$ cat config.mk
export PLATFORM = sky130hd
export DESIGN_NAME = effect_chain_sequencer
export DESIGN_NICKNAME = d
export VERILOG_FILES = /design/src/rtl/effect_pkg.sv /design/src/rtl/effect_cmd_fifo.sv /design/src/rtl/effect_chain_sequencer.sv
export SDC_FILE = /design/constraint.sdc
export NUM_CORES = 1
export LEC_CHECK = 0
export ABC_CLOCK_PERIOD_IN_PS = 3600
export CAP_MARGIN = 30
export CORE_MARGIN = 8
export CORE_UTILIZATION = 55
export CTS_CLUSTER_SIZE = 12
export DETAILED_ROUTE_END_ITERATION = 16
export GPL_TIMING_DRIVEN = 1
export PLACE_DENSITY = 0.86
export RECOVER_POWER = 25
export SLEW_MARGIN = 30
export SYNTH_ARGS = -nofsm -noshare
export SYNTH_HDL_FRONTEND = slang
export SYNTH_HIERARCHICAL = 1
export SYNTH_SLANG_ARGS = --single-unit
$ cat constraint.sdc
create_clock -name clk -period 3.6 [get_ports clk]
set_input_delay 0.72 -clock clk [delete_from_list [all_inputs] [get_ports clk]]
set_output_delay 0.72 -clock clk [all_outputs]
set_load 0.02 [all_outputs]
$ cat src/rtl/effect_pkg.sv
// Shared definitions for the effect chain sequencer and the effects engine:
// effect codes, sequencer FSM states and the default frame size.
package effect_pkg;

  localparam int PIXELS_DEFAULT = 900;
  localparam int EFF_CODE_W     = 3;

  localparam logic [EFF_CODE_W-1:0] EFF_COPY    = 3'd0;
  localparam logic [EFF_CODE_W-1:0] EFF_INVERT  = 3'd1;
  localparam logic [EFF_CODE_W-1:0] EFF_GRAY    = 3'd2;
  localparam logic [EFF_CODE_W-1:0] EFF_BLUR    = 3'd3;
  localparam logic [EFF_CODE_W-1:0] EFF_SHARPEN = 3'd4;
  localparam logic [EFF_CODE_W-1:0] EFF_EDGE    = 3'd5;
  localparam logic [EFF_CODE_W-1:0] EFF_SEPIA   = 3'd6;
  localparam logic [EFF_CODE_W-1:0] EFF_THRESH  = 3'd7;

  typedef enum logic [2:0] {
    IDLE  = 3'd0,
    LOAD  = 3'd1,
    RUN   = 3'd2,
    GAP   = 3'd3,
    FIN   = 3'd4,
    ABORT = 3'd5
  } seq_state_t;

endpackage

$ cat src/rtl/effect_cmd_fifo.sv
// Command queue for the sequencer: DEPTH x W synchronous FIFO.
// Read data is the registered head entry, so a pop only ever sees data pushed
// on an earlier edge. Flush empties the queue on the next edge.
module effect_cmd_fifo #(
  parameter int DEPTH = 8,
  parameter int W     = 3
) (
  input  logic                         clk,
  input  logic                         rst,
  input  logic                         flush,
  input  logic                         push,
  input  logic [W-1:0]                 wdata,
  input  logic                         pop,
  output logic [W-1:0]                 rdata,
  output logic                         full,
  output logic                         empty,
  output logic [$clog2(DEPTH+1)-1:0]   count
);

  localparam int AW = $clog2(DEPTH);
  localparam int CW = $clog2(DEPTH + 1);

  logic [W-1:0]  mem [DEPTH];
  logic [AW-1:0] wptr;
  logic [AW-1:0] rptr;
  logic          push_ok;
  logic          pop_ok;

  assign full    = (count == CW'(DEPTH));
  assign empty   = (count == '0);
  assign push_ok = push && !full;
  assign pop_ok  = pop && !empty;
  assign rdata   = mem[rptr];

  // Storage array; entries are only meaningful between rptr and wptr.
  always_ff @(posedge clk) begin
    if (push_ok) begin
      mem[wptr] <= wdata;
    end
  end

  // Pointers and occupancy; pointers wrap naturally since DEPTH is a power of 2.
  always_ff @(posedge clk) begin
    if (rst || flush) begin
      wptr  <= '0;
      rptr  <= '0;
      count <= '0;
    end else begin
      if (push_ok) begin
        wptr <= wptr + 1'b1;
      end
      if (pop_ok) begin
        rptr <= rptr + 1'b1;
      end
      if (push_ok && !pop_ok) begin
        count <= count + 1'b1;
      end else if (pop_ok && !push_ok) begin
        count <= count - 1'b1;
      end
    end
  end

endmodule

$ cat src/rtl/effect_chain_sequencer.sv
// Runs a queued chain of effect passes over one frame, ping-ponging two frame
// buffers so each pass reads the previous pass's output. Drives the effects
// engine start/select handshake, watches for the last pixel write, aborts a
// stuck pass via a watchdog and reports the bank holding the final image.
module effect_chain_sequencer
  import effect_pkg::*;
#(
  parameter int PIXELS = PIXELS_DEFAULT,
  parameter int DEPTH  = 8,
  parameter int EFF_W  = 3,
  parameter int WDOG   = 64
) (
  input  logic                         clk,
  input  logic                         rst,
  input  logic                         cmd_valid,
  input  logic [EFF_W-1:0]             cmd_eff,
  output logic                         cmd_ready,
  input  logic                         go,
  output logic                         eff_start,
  output logic [EFF_W-1:0]             eff_sel,
  input  logic                         eff_done,
  input  logic [$clog2(PIXELS)-1:0]    eff_waddr,
  output logic                         src_bank,
  output logic                         dst_bank,
  output logic                         busy,
  output logic                         chain_done,
  output logic                         result_bank,
  output logic [$clog2(DEPTH+1)-1:0]   pass_cnt,
  output logic                         err
);

  localparam int AW  = $clog2(PIXELS);
  localparam int CW  = $clog2(DEPTH + 1);
  localparam int WDW = $clog2(PIXELS + WDOG + 1);

  localparam logic [AW-1:0]  LAST_ADDR = AW'(PIXELS - 1);
  localparam logic [WDW-1:0] WD_LIMIT  = WDW'(PIXELS + WDOG - 1);

  seq_state_t       state;
  seq_state_t       state_next;

  logic             push;
  logic             pop;
  logic             flush;
  logic [EFF_W-1:0] fifo_rdata;
  logic             fifo_full;
  logic             fifo_empty;
  logic [CW-1:0]    fifo_count;

  logic [WDW-1:0]   wd_cnt;
  logic             wd_expired;
  logic             pass_done;
  logic             go_ok;
  logic             err_go_q;

  assign push       = cmd_valid && cmd_ready;
  assign pass_done  = eff_done && (eff_waddr == LAST_ADDR);
  assign wd_expired = (wd_cnt == WD_LIMIT);
  assign go_ok      = (state == IDLE) && go && ((fifo_count != '0) || push);

  effect_cmd_fifo #(
    .DEPTH (DEPTH),
    .W     (EFF_W)
  ) u_cmd_fifo (
    .clk   (clk),
    .rst   (rst),
    .flush (flush),
    .push  (push),
    .wdata (cmd_eff),
    .pop   (pop),
    .rdata (fifo_rdata),
    .full  (fifo_full),
    .empty (fifo_empty),
    .count (fifo_count)
  );

  // FSM state register.
  always_ff @(posedge clk) begin
    if (rst) begin
      state <= IDLE;
    end else begin
      state <= state_next;
    end
  end

  // Next-state: one LOAD/RUN/GAP round per queued effect, then FIN or ABORT.
  always_comb begin
    state_next = state;
    case (state)
      IDLE:    if (go_ok) state_next = LOAD;
      LOAD:    state_next = RUN;
      RUN: begin
        if (pass_done) begin
          state_next = GAP;
        end else if (wd_expired) begin
          state_next = ABORT;
        end
      end
      GAP:     state_next = fifo_empty ? FIN : LOAD;
      FIN:     state_next = IDLE;
      ABORT:   state_next = IDLE;
      default: state_next = IDLE;
    endcase
  end

  // Outputs decoded from the current state; the empty-go error is a registered pulse.
  always_comb begin
    eff_start  = (state == RUN);
    busy       = (state != IDLE);
    cmd_ready  = (state == IDLE) && !fifo_full;
    chain_done = (state == FIN);
    err        = (state == ABORT) || err_go_q;
    pop        = (state == LOAD);
    flush      = (state == ABORT);
    dst_bank   = ~src_bank;
  end

  // Chain datapath: effect select, bank ping-pong, pass count, watchdog, result bank.
  always_ff @(posedge clk) begin
    if (rst) begin
      eff_sel     <= EFF_W'(EFF_COPY);
      src_bank    <= 1'b0;
      pass_cnt    <= '0;
      result_bank <= 1'b0;
      wd_cnt      <= '0;
      err_go_q    <= 1'b0;
    end else begin
      err_go_q <= (state == IDLE) && go && (fifo_count == '0) && !push;
      case (state)
        IDLE: begin
          if (go_ok) begin
            src_bank <= 1'b0;
            pass_cnt <= '0;
          end
        end
        LOAD: begin
          eff_sel <= fifo_rdata;
          wd_cnt  <= '0;
        end
        RUN: begin
          wd_cnt <= wd_cnt + 1'b1;
          if (pass_done) begin
            pass_cnt <= pass_cnt + 1'b1;
          end
        end
        GAP: begin
          src_bank <= ~src_bank;
          if (fifo_empty) begin
            result_bank <= ~src_bank;
          end
        end
        default: ;
      endcase
    end
  end

endmodule

==> results.json <==
{
  "status": "complete, no violations",
  "netlist_area_um2": 2790,
  "tns_ns": 0,
  "yosys.cell_types.count": 55,
  "numCtsBuffers": 9,
  "powerDensity_nw_per_um2": 660,
  "r2r_cells": 12,
  "die_area_um2": 7620,
  "yosysTopAreaCell": "dfxtp_1",
  "grt_pass1_vias": 2042,
  "synthArstFlopShare_pct": 0,
  "hold_class": "register to register",
  "setup.worst_path.start": "cmd_valid",
  "synth.top_cell.area_share_pct": 25.8,
  "drtIter0Drc": 128,
  "cts_tree": "yes",
  "antenna_found_initial": 0,
  "synth_edf_count": 24,
  "rr_endpoint": "u_cmd_fifo/count[3]",
  "track_usage_pct": 15.5,
  "rsz0062_at_grt": "false",
  "drv_cap": 0,
  "n_antenna_cell": 0,
  "arrival_ns": 3.21,
  "coreArea_um2": 5010,
  "cp-start-kind": "primary input",
  "ys_seq_area_share_pct": 51.6,
  "place_inst": 349,
  "tightestPinTransition_ns": 0.613,
  "cts_sinks": 60,
  "viasPerCell": 5.82,
  "path_clk_slew_ns": 0.07,
  "clock_tree.buffer_depth": 2,
  "ys.flop_type": "dfxtp_1",
  "worst_ep_required_time_ns": 3.88,
  "grt_pass1_wl_um": 9120,
  "io-pin-count": 33,
  "grt_max_degree": 20,
  "mostFrequentLayoutCell": "dfxtp_1",
  "final-instance-count-excl-fill": 365,
  "die_w_um": 87.3,
  "finalCritPeriodShare_pct": 81.4,
  "clock_latency_ns": 0.33,
  "htreeDepth": 3,
  "cp-end-kind": "register",
  "p_leak_nw": 1.16,
  "portBuffers": 32,
  "fmax_mhz": 341,
  "start_util_pct": 55.8,
  "syn-instance-count": 256,
  "vias": 2123,
  "gp_congestion": 0.795,
  "yosysWarnings": 6,
  "fp-row-count": 26,
  "synthTopCellsByArea": "dfxtp_1 26%, edfxtp_1 26%, mux4_2 4.8%, nor2_1 3.9%, ha_1 3.1%",
  "worstSetupPathType": "primary input to register",
  "ys_ff_latch": 60,
  "drc": 0,
  "cp-endpoint": "u_cmd_fifo/count[3]",
  "drv_slew": 0,
  "syn_area_per_cell_um2": 10.9,
  "cp_max_fo": 5,
  "gr-total-overflow": 0,
  "period_needed_ns": 2.93,
  "drive_gt1_share_pct": 12.2,
  "irDropWorstVdd_mv": 0.634,
  "min_from": "eff_sel[1]",
  "die_h_um": 87.3,
  "cts_hold_buf": 0,
  "synthesis.nets": 282,
  "finalWorstSetupSlack_ns": 0.669,
  "timing_hold_violations_final": 0,
  "holdWs_ns": 0.454,
  "setup_violations": 0,
  "layout_common_cells": "36 x dfxtp_1, 29 x nor2_1, 29 x clkdlybuf4s50_1",
  "maxSlewHeadroom_pct": 58.7,
  "drtPass1Iterations": 4,
  "skew_ns": 0.00629,
  "placed_area_um2": 3150,
  "fin_area_um2": 3360,
  "hpwl_um": 4070,
  "fin_util_pct": 67.1,
  "n_fill_cell": 402,
  "rr_startpoint": "u_cmd_fifo/count[0]",
  "area_delta_synth_final_pct": 20.3,
  "cts_root_buf": "clkbuf_8",
  "wl_per_cell_um": 15.2,
  "place_ws_ns": 0.335,
  "total_power_mw": 2.22,
  "nets": 316,
  "cts_resized": 0,
  "wl_um": 5560,
  "post_cts_buffers": 0,
  "ant_nets": 0,
  "r2r_slack_ns": 0.70
}
routing by layer:
metal | vias up | routed length (µm) | global-route usage (%)
li1 | 1023 | - | -
met1 | 1044 | 2450 | 18.4
met2 | 46 | 2760 | 25.1
met3 | 10 | 256 | 3.77
met4 | 0 | 91 | 8.44
met5 | - | 0 | 0
cell families (layout without fill, tap and decap cells):
family / Yosys count / in the layout / synth area share, %
simple gates: 110 / 110 / 22.4
xor+xnor: 5 / 5 / 1.57
mux: 13 / 13 / 7.52
compound gates: 38 / 38 / 9.45
flops: 60 / 60 / 51.6
fa+ha+maj: 8 / 8 / 3.85
buf+inv: 22 / 61 / 3.63
layout make-up:
cell class	instances	area, µm²	share of cell area, %
clock buffers	11	131	3.91
flip-flops and latches	60	1440	42.9
repair buffers	33	328	9.75
clock inverters	5	76.3	2.27
multi-input cells	174	1250	37.2
well taps	70	87.6	2.61
inverters	12	45.0	1.34
power breakdown:
part / leakage [nW] / switching, mW / internal, mW
clock network: 0.103 / 0.250 / 0.387
registers: 0.509 / 0.0934 / 0.792
logic: 0.548 / 0.375 / 0.320
synthesized netlist by cell type (2+ instances only):
master	count
buf_6	2
nor3_1	3
and3_1	3
xnor2_1	2
a21oi_1	15
or3_1	2
o21ai_0	4
or2_2	3
and2_1	3
nor4b_1	2
o211ai_1	4
nand4b_1	2
a31oi_1	2
or4_1	4
nor4_1	4
nand4_1	3
mux2i_1	3
nand3b_1	2
or2_0	2
edfxtp_1	24
or4b_1	4
inv_1	10
nand3_1	13
ha_1	7
xor2_1	3
nand2_1	16
inv_2	2
nor4bb_1	2
mux2_2	4
clkbuf_1	7
nor2_1	29
mux4_2	6
nor2b_1	3
a211oi_1	2
nand2b_1	4
dfxtp_1	36
how the worst min path moves through the flow:
stage            endpoint  slack, ns  cells after the start
2_1_floorplan   wd_cnt[8]       0.46                      1
3_3_place_gp   eff_sel[2]       0.44                      2
3_5_place_dp   eff_sel[1]       0.45                      2
4_1_cts        eff_sel[1]       0.46                      2
5_1_grt        eff_sel[2]       0.49                      2
6_report       eff_sel[1]       0.45                      2
flip-flops by register name, summed over array words and instances (netlist names), named ones only:
name              count
u_cmd_fifo/mem       24
wd_cnt               10
pass_cnt              4
u_cmd_fifo/count      4
eff_sel               3
state                 3
u_cmd_fifo/rptr       3
u_cmd_fifo/wptr       3
err_go_q              1
result_bank           1
src_bank              1
worst max-delay path, stage by stage:
cell and delay (ns):
clkdlybuf4s50_1 0.45, nor2b_1 0.23, and2_1 0.17, and2_1 0.24, ha_1 0.21, inv_1 0.10, ha_1 0.34, a21oi_1 0.10
a211o_1 0.31, a211oi_1 0.20, a31o_1 0.12
Power figures use the tool's default switching activity.
